$ cat src/rtl/mux4_rr_arbiter_pkg.sv
// Shared types and helpers for the round-robin
// arbiter that owns the 4:1 mux select.
package mux4_rr_arbiter_pkg;

    localparam int N_REQ = 4;

    typedef enum logic [1:0] {
        IDLE    = 2'd0,
        GRANT   = 2'd1,
        RELEASE = 2'd2
    } state_t;

    // Search order last+1, last+2, last+3, last; the lowest offset wins.
    function automatic logic [1:0] pick(
        input logic [N_REQ-1:0] r,
        input logic [1:0]       last
    );
        logic [1:0] idx;
        pick = last;
        for (int i = N_REQ; i >= 1; i--) begin
            idx = last + 2'(i);
            if (r[idx]) pick = idx;
        end
    endfunction

    function automatic logic [N_REQ-1:0] onehot(
        input logic [1:0] idx
    );
        onehot = N_REQ'(1) << idx;
    endfunction

endpackage

$ cat src/rtl/mux4_rr_arbiter_if.sv
// Requester-side bundle of the arbiter:
// requests and data in, grant and muxed data out.
interface mux4_rr_arbiter_if;
    import mux4_rr_arbiter_pkg::*;

    logic [N_REQ-1:0] req;
    logic [N_REQ-1:0] din;
    logic [N_REQ-1:0] gnt;
    logic [1:0]       sel;
    logic             dout;
    logic             dout_vld;
    logic             busy;
    logic             timeout;

    modport master (
        output req, din,
        input  gnt, sel, dout, dout_vld, busy, timeout
    );

    modport slave (
        input  req, din,
        output gnt, sel, dout, dout_vld, busy, timeout
    );

endinterface

$ cat src/rtl/mux4_rr_arbiter_mux.sv
// Structural 4:1 bit mux built as a tree
// of 2:1 case muxes.
module mux4_rr_arbiter_mux (
    input  logic [3:0] d,
    input  logic [1:0] s,
    output logic       y
);

    logic lo;
    logic hi;

    mux2to1_case u_lo (
        .a (d[0]),
        .b (d[1]),
        .s (s[0]),
        .y (lo)
    );

    mux2to1_case u_hi (
        .a (d[2]),
        .b (d[3]),
        .s (s[0]),
        .y (hi)
    );

    mux2to1_case u_out (
        .a (lo),
        .b (hi),
        .s (s[1]),
        .y (y)
    );

endmodule

module mux2to1_case (
    input  logic a,
    input  logic b,
    input  logic s,
    output logic y
);

    always_comb begin
        y = a;
        case (s)
            1'b0:    y = a;
            1'b1:    y = b;
            default: y = a;
        endcase
    end

endmodule

$ cat src/rtl/mux4_rr_arbiter.sv
// Round-robin arbiter with bounded hold time and
// a one-cycle release gap, driving a shared 4:1 mux.
module mux4_rr_arbiter
    import mux4_rr_arbiter_pkg::*;
#(
    parameter int MAX_HOLD = 4,
    parameter int CNT_W    = 8
) (
    input  logic              clk,
    input  logic              rst,
    mux4_rr_arbiter_if.slave  bus
);

    localparam logic [CNT_W-1:0] MAX_CNT = CNT_W'(MAX_HOLD);

    state_t           state;
    logic [CNT_W-1:0] cnt;
    logic [1:0]       last;
    logic [1:0]       nxt;
    logic [N_REQ-1:0] gnt_q;
    logic [1:0]       sel_q;
    logic             vld_q;
    logic             busy_q;
    logic             to_q;
    logic             mux_y;

    assign nxt = pick(bus.req, last);

    always_ff @(posedge clk or posedge rst) begin
        if (rst) begin
            state  <= IDLE;
            cnt    <= '0;
            last   <= 2'd3;
            gnt_q  <= '0;
            sel_q  <= 2'd0;
            vld_q  <= 1'b0;
            busy_q <= 1'b0;
            to_q   <= 1'b0;
        end else begin
            unique case (state)
                IDLE, RELEASE: begin
                    to_q <= 1'b0;
                    if (|bus.req) begin
                        state  <= GRANT;
                        gnt_q  <= onehot(nxt);
                        sel_q  <= nxt;
                        last   <= nxt;
                        cnt    <= CNT_W'(1);
                        vld_q  <= 1'b1;
                        busy_q <= 1'b1;
                    end else begin
                        state  <= IDLE;
                        busy_q <= 1'b0;
                    end
                end
                GRANT: begin
                    // A still-asserted request here means the hold limit hit.
                    if (!bus.req[sel_q] || cnt == MAX_CNT) begin
                        state <= RELEASE;
                        gnt_q <= '0;
                        vld_q <= 1'b0;
                        to_q  <= bus.req[sel_q];
                        cnt   <= '0;
                    end else begin
                        cnt <= cnt + CNT_W'(1);
                    end
                end
                default: begin
                    state  <= IDLE;
                    gnt_q  <= '0;
                    vld_q  <= 1'b0;
                    busy_q <= 1'b0;
                    to_q   <= 1'b0;
                end
            endcase
        end
    end

    mux4_rr_arbiter_mux mux4to1_inst (
        .d (bus.din),
        .s (sel_q),
        .y (mux_y)
    );

    assign bus.gnt      = gnt_q;
    assign bus.sel      = sel_q;
    assign bus.dout_vld = vld_q;
    assign bus.busy     = busy_q;
    assign bus.timeout  = to_q;
    assign bus.dout     = mux_y & vld_q;

endmodule

$ cat src/flat_wrapper.sv
// flat-port wrapper written by rule: the top's interface ports become plain ports
module mux4_rr_arbiter_flat import mux4_rr_arbiter_pkg::*;
#(
    parameter int MAX_HOLD = 4,
    parameter int CNT_W    = 8
)
  (clk, rst, bus_req, bus_din, bus_gnt, bus_sel, bus_dout, bus_dout_vld, bus_busy, bus_timeout);
  mux4_rr_arbiter_if bus_i ();
  input  logic clk;
  input  logic rst;
  input wire logic [$bits(bus_i.req)-1:0] bus_req;
  input wire logic [$bits(bus_i.din)-1:0] bus_din;
  output wire logic [$bits(bus_i.gnt)-1:0] bus_gnt;
  output wire logic [$bits(bus_i.sel)-1:0] bus_sel;
  output wire logic [$bits(bus_i.dout)-1:0] bus_dout;
  output wire logic [$bits(bus_i.dout_vld)-1:0] bus_dout_vld;
  output wire logic [$bits(bus_i.busy)-1:0] bus_busy;
  output wire logic [$bits(bus_i.timeout)-1:0] bus_timeout;
  assign bus_i.req = bus_req;
  assign bus_i.din = bus_din;
  assign bus_gnt = bus_i.gnt;
  assign bus_sel = bus_i.sel;
  assign bus_dout = bus_i.dout;
  assign bus_dout_vld = bus_i.dout_vld;
  assign bus_busy = bus_i.busy;
  assign bus_timeout = bus_i.timeout;
  mux4_rr_arbiter #(.MAX_HOLD(MAX_HOLD), .CNT_W(CNT_W)) u_core (.clk(clk), .rst(rst), .bus(bus_i));
endmodule
$ cat config.mk
export PLATFORM = sky130hd
export DESIGN_NAME = mux4_rr_arbiter_flat
export DESIGN_NICKNAME = d
export VERILOG_FILES = /design/src/rtl/mux4_rr_arbiter_pkg.sv /design/src/rtl/mux4_rr_arbiter_if.sv /design/src/rtl/mux4_rr_arbiter_mux.sv /design/src/rtl/mux4_rr_arbiter.sv /design/src/flat_wrapper.sv
export SDC_FILE = /design/constraint.sdc
export NUM_CORES = 1
export LEC_CHECK = 0
export BUFFER_PORTS_ARGS = -buffer_cell sky130_fd_sc_hd__buf_2
export CAP_MARGIN = 20
export CORE_MARGIN = 8
export CORE_UTILIZATION = 54
export CTS_CLUSTER_SIZE = 10
export DETAILED_ROUTE_END_ITERATION = 10
export HOLD_SLACK_MARGIN = 0.08
export PLACE_DENSITY = 0.73
export SLEW_MARGIN = 20
export SYNTH_ARGS = -nofsm -noshare
export SYNTH_HDL_FRONTEND = slang
export SYNTH_SLANG_ARGS = --single-unit
$ cat constraint.sdc
create_clock -name clk -period 2.2 [get_ports clk]
set_input_delay 0.33 -clock clk [delete_from_list [all_inputs] [get_ports clk]]
set_output_delay 0.33 -clock clk [all_outputs]
set_load 0.01 [all_outputs]
==> out/qor.yml <==
ant_nets: 0
leakagePower_nw: 0.593
cp_slowest_cell: "mux4_2"
synthesis.area_um2: 1160
antenna_found_initial: 0
crit_required_ns: 1.87
fill_cells: 164
arrival_ns: 1.53
relSlewSlack_pct: 48.9
diodes: 0
tritoncts: "done"
grt_pass1_wl_um: 4100
crit_chain: "mux4_2, and2_1, buf_2"
die_h_um: 62.4
drt_iter0_markers: 57
cts_made_buffers: 3
ys.flop_type: "dfrtp_1"
timing.fmax_ghz: 0.537
synth_top_cell_by_area: "dfrtp_1"
peakVddDrop_mv: 0.770
grt_use_total_pct: 12.8
start_util_pct: 58.0
hold_viol_final: 0
synthTopCellsByArea: "dfrtp_1 (41%), dfstp_2 (4.5%), mux4_2 (3.9%)"
setup_viol: 0
areaGrowthSynthToFinish_pct: 10.5
cpPeakStageDelay_ns: 0.50
die_area_um2: 3890
synthArstFlopShare_pct: 100
fin_setup_tns_ns: 0
ys_seq_area_share_pct: 45.5
clkTransAtPathRegs_ns: 0.12
period_needed_ns: 1.86
fin_nets: 142
endpoint_kind: "output port"
syn-num-nets: 123
instances_no_fill: 156
dp.cells: 152
crit_path_start_kind: "register"
dr.pass1.iters: 4
path_class: "register to output port"
routabilityCongestion: 0.797
min_period_over_period_pct: 84.7
first_global_vias: 893
rsz0062_at_grt: "no"
fp-row-count: 16
numPortBuffers: 19
finalClockSkew_ns: 0.00658
drc: 0
detailed_place_hpwl_um: 1810
status: "finished, final reports clean"
drv_cap: 0
cts_root_buf: "clkbuf_4"
yosysWarningCount: 0
vias: 924
worstSkewPairLatency_ns: 0.31
cts-htree-levels: 1
hold_buffers: 0
grt_max_degree: 22
slew_viol_final: 0
yosysTopAreaCellShare_pct: 40.9
syn_inst: 111
final_cell_mix: "buf_2 (19), dfrtp_1 (19), nor2_1 (8)"
synth_seq_cells: 21
io_pins: 20
finalWirelength_um: 2420
drive_gt1_share_pct: 25.6
wl_per_cell_um: 15.5
core_um2: 2000
grt_remaining_overflow: 0
post_cts_buffers: 0
worst_pin_slew_ns: 0.765
synth_edf_count: 0
cts_sinks: 21
synth.distinct_cells: 43
clockBufferDepth: 2
worstHoldPathType: "primary input to asynchronous set/reset pin"
power_density_nw_per_um2: 1270
crit_fanout: 4
vias_per_cell: 5.92
syn_area_per_cell_um2: 10.5
cts_resized: 0
die_w_um: 62.4
## synthesized netlist by cell type (2+ instances only)
cell type,count
nand3_1,2
o211ai_1,3
a21o_1,2
o21ai_0,6
o2bb2ai_1,4
dfrtp_1,19
mux4_2,2
nand2_1,6
or3_1,2
nand2b_1,3
nor3_1,2
a21oi_1,6
xor2_1,4
buf_4,2
a31oi_1,2
o21a_1,4
nor2_1,8
dfstp_2,2
ha_1,2
and2_1,2
inv_1,5
and3_1,2
## state kept, by name, summed over array words and instances (netlist names)
| register | count |
|---|---|
| u_core.bus.busy | 1 |
| u_core.bus.dout_vld | 1 |
| u_core.bus.gnt | 4 |
| u_core.bus.sel | 2 |
| u_core.bus.timeout | 1 |
| u_core.cnt | 8 |
| u_core.last | 2 |
| u_core.state | 2 |
## kinds of logic (layout without fill, tap and decap cells)
logic type                 Yosys count  after routing  synth area share (%)
buffers and inverters               10             28                  4.63
AOI/OAI and AO/OA                   38             38                  24.7
and+or+nand+nor                     34             34                  16.2
muxes                                2              2                  3.88
adders and majority gates            2              2                  2.15
DFF                                 21             21                  45.5
xor gates and xnor gates             4              4                  3.02
## area by class of cell
| cell class | count | area (um^2) | area share [%] |
|---|---|---|---|
| well taps | 27 | 33.8 | 2.63 |
| clock inverters | 1 | 5.00 | 0.390 |
| clock buffers | 3 | 22.5 | 1.76 |
| repair buffers | 19 | 95.1 | 7.41 |
| multi-input cells | 80 | 579 | 45.2 |
| flip-flops and latches | 21 | 528 | 41.2 |
| inverters | 5 | 18.8 | 1.46 |
## critical path, delay by kind of cell, from the launching register on
| family | cells | cell delay, ns |
|---|---|---|
| mux | 1 | 0.50 |
| flops | 1 | 0.43 |
| simple gates | 1 | 0.16 |
| buf+inv | 1 | 0.13 |
## routing by layer
metal / wire length [um] / GRT usage (%)
met1: 1130 / 15.4
met2: 1050 / 19.1
met3: 180 / 4.48
met4: 58 / 7.41
met5: 0 / 0
## power breakdown
| group | switching (W) | total [W] | internal (W) |
|---|---|---|---|
| logic | 0.000390 | 0.000724 | 0.000334 |
| registers | 0.000172 | 0.000713 | 0.000540 |
| clock network | 0.000120 | 0.000188 | 0.0000680 |
| total | 0.000683 | 0.00163 | 0.000943 |
## per-stage QoR
stage | hold WS, ns | util (%) | total power, W | worst slack, ns | area [um^2]
detailed placement | 0.469 | 62.7 | 0.00145 | 0.398 | 1250
CTS | 0.152 | 64.1 | 0.00164 | 0.308 | 1280
finish | 0.131 | 64.1 | 0.00163 | 0.337 | 1280
global placement | 0.466 | 62.7 | 0.00143 | 0.431 | 1250
global route | 0.186 | 64.1 | 0.00177 | 0.252 | 1280
floorplan | 0.305 | - | 0.00127 | 0.616 | 1160
## final timing paths
check	startpoint	end	slack, ns	cells after the start
setup reg to reg	u_core.bus.sel[1]$_DFFE_PP0P_	u_core.bus.gnt[3]$_DFFE_PP0P_	0.41	4
min in group clk	u_core.bus.gnt[3]$_DFFE_PP0P_	u_core.bus.gnt[3]$_DFFE_PP0P_	0.50	1
max in group asynchronous	rst	u_core.bus.sel[1]$_DFFE_PP0P_	1.59	2
hold reg to reg	u_core.bus.gnt[3]$_DFFE_PP0P_	u_core.bus.gnt[3]$_DFFE_PP0P_	0.50	1
hold / removal	rst	u_core.cnt[6]$_DFFE_PP0P_	0.13	2
setup / recovery	u_core.bus.sel[0]$_DFFE_PP0P_	bus_dout	0.34	3
(Power assumes the default switching activity.)
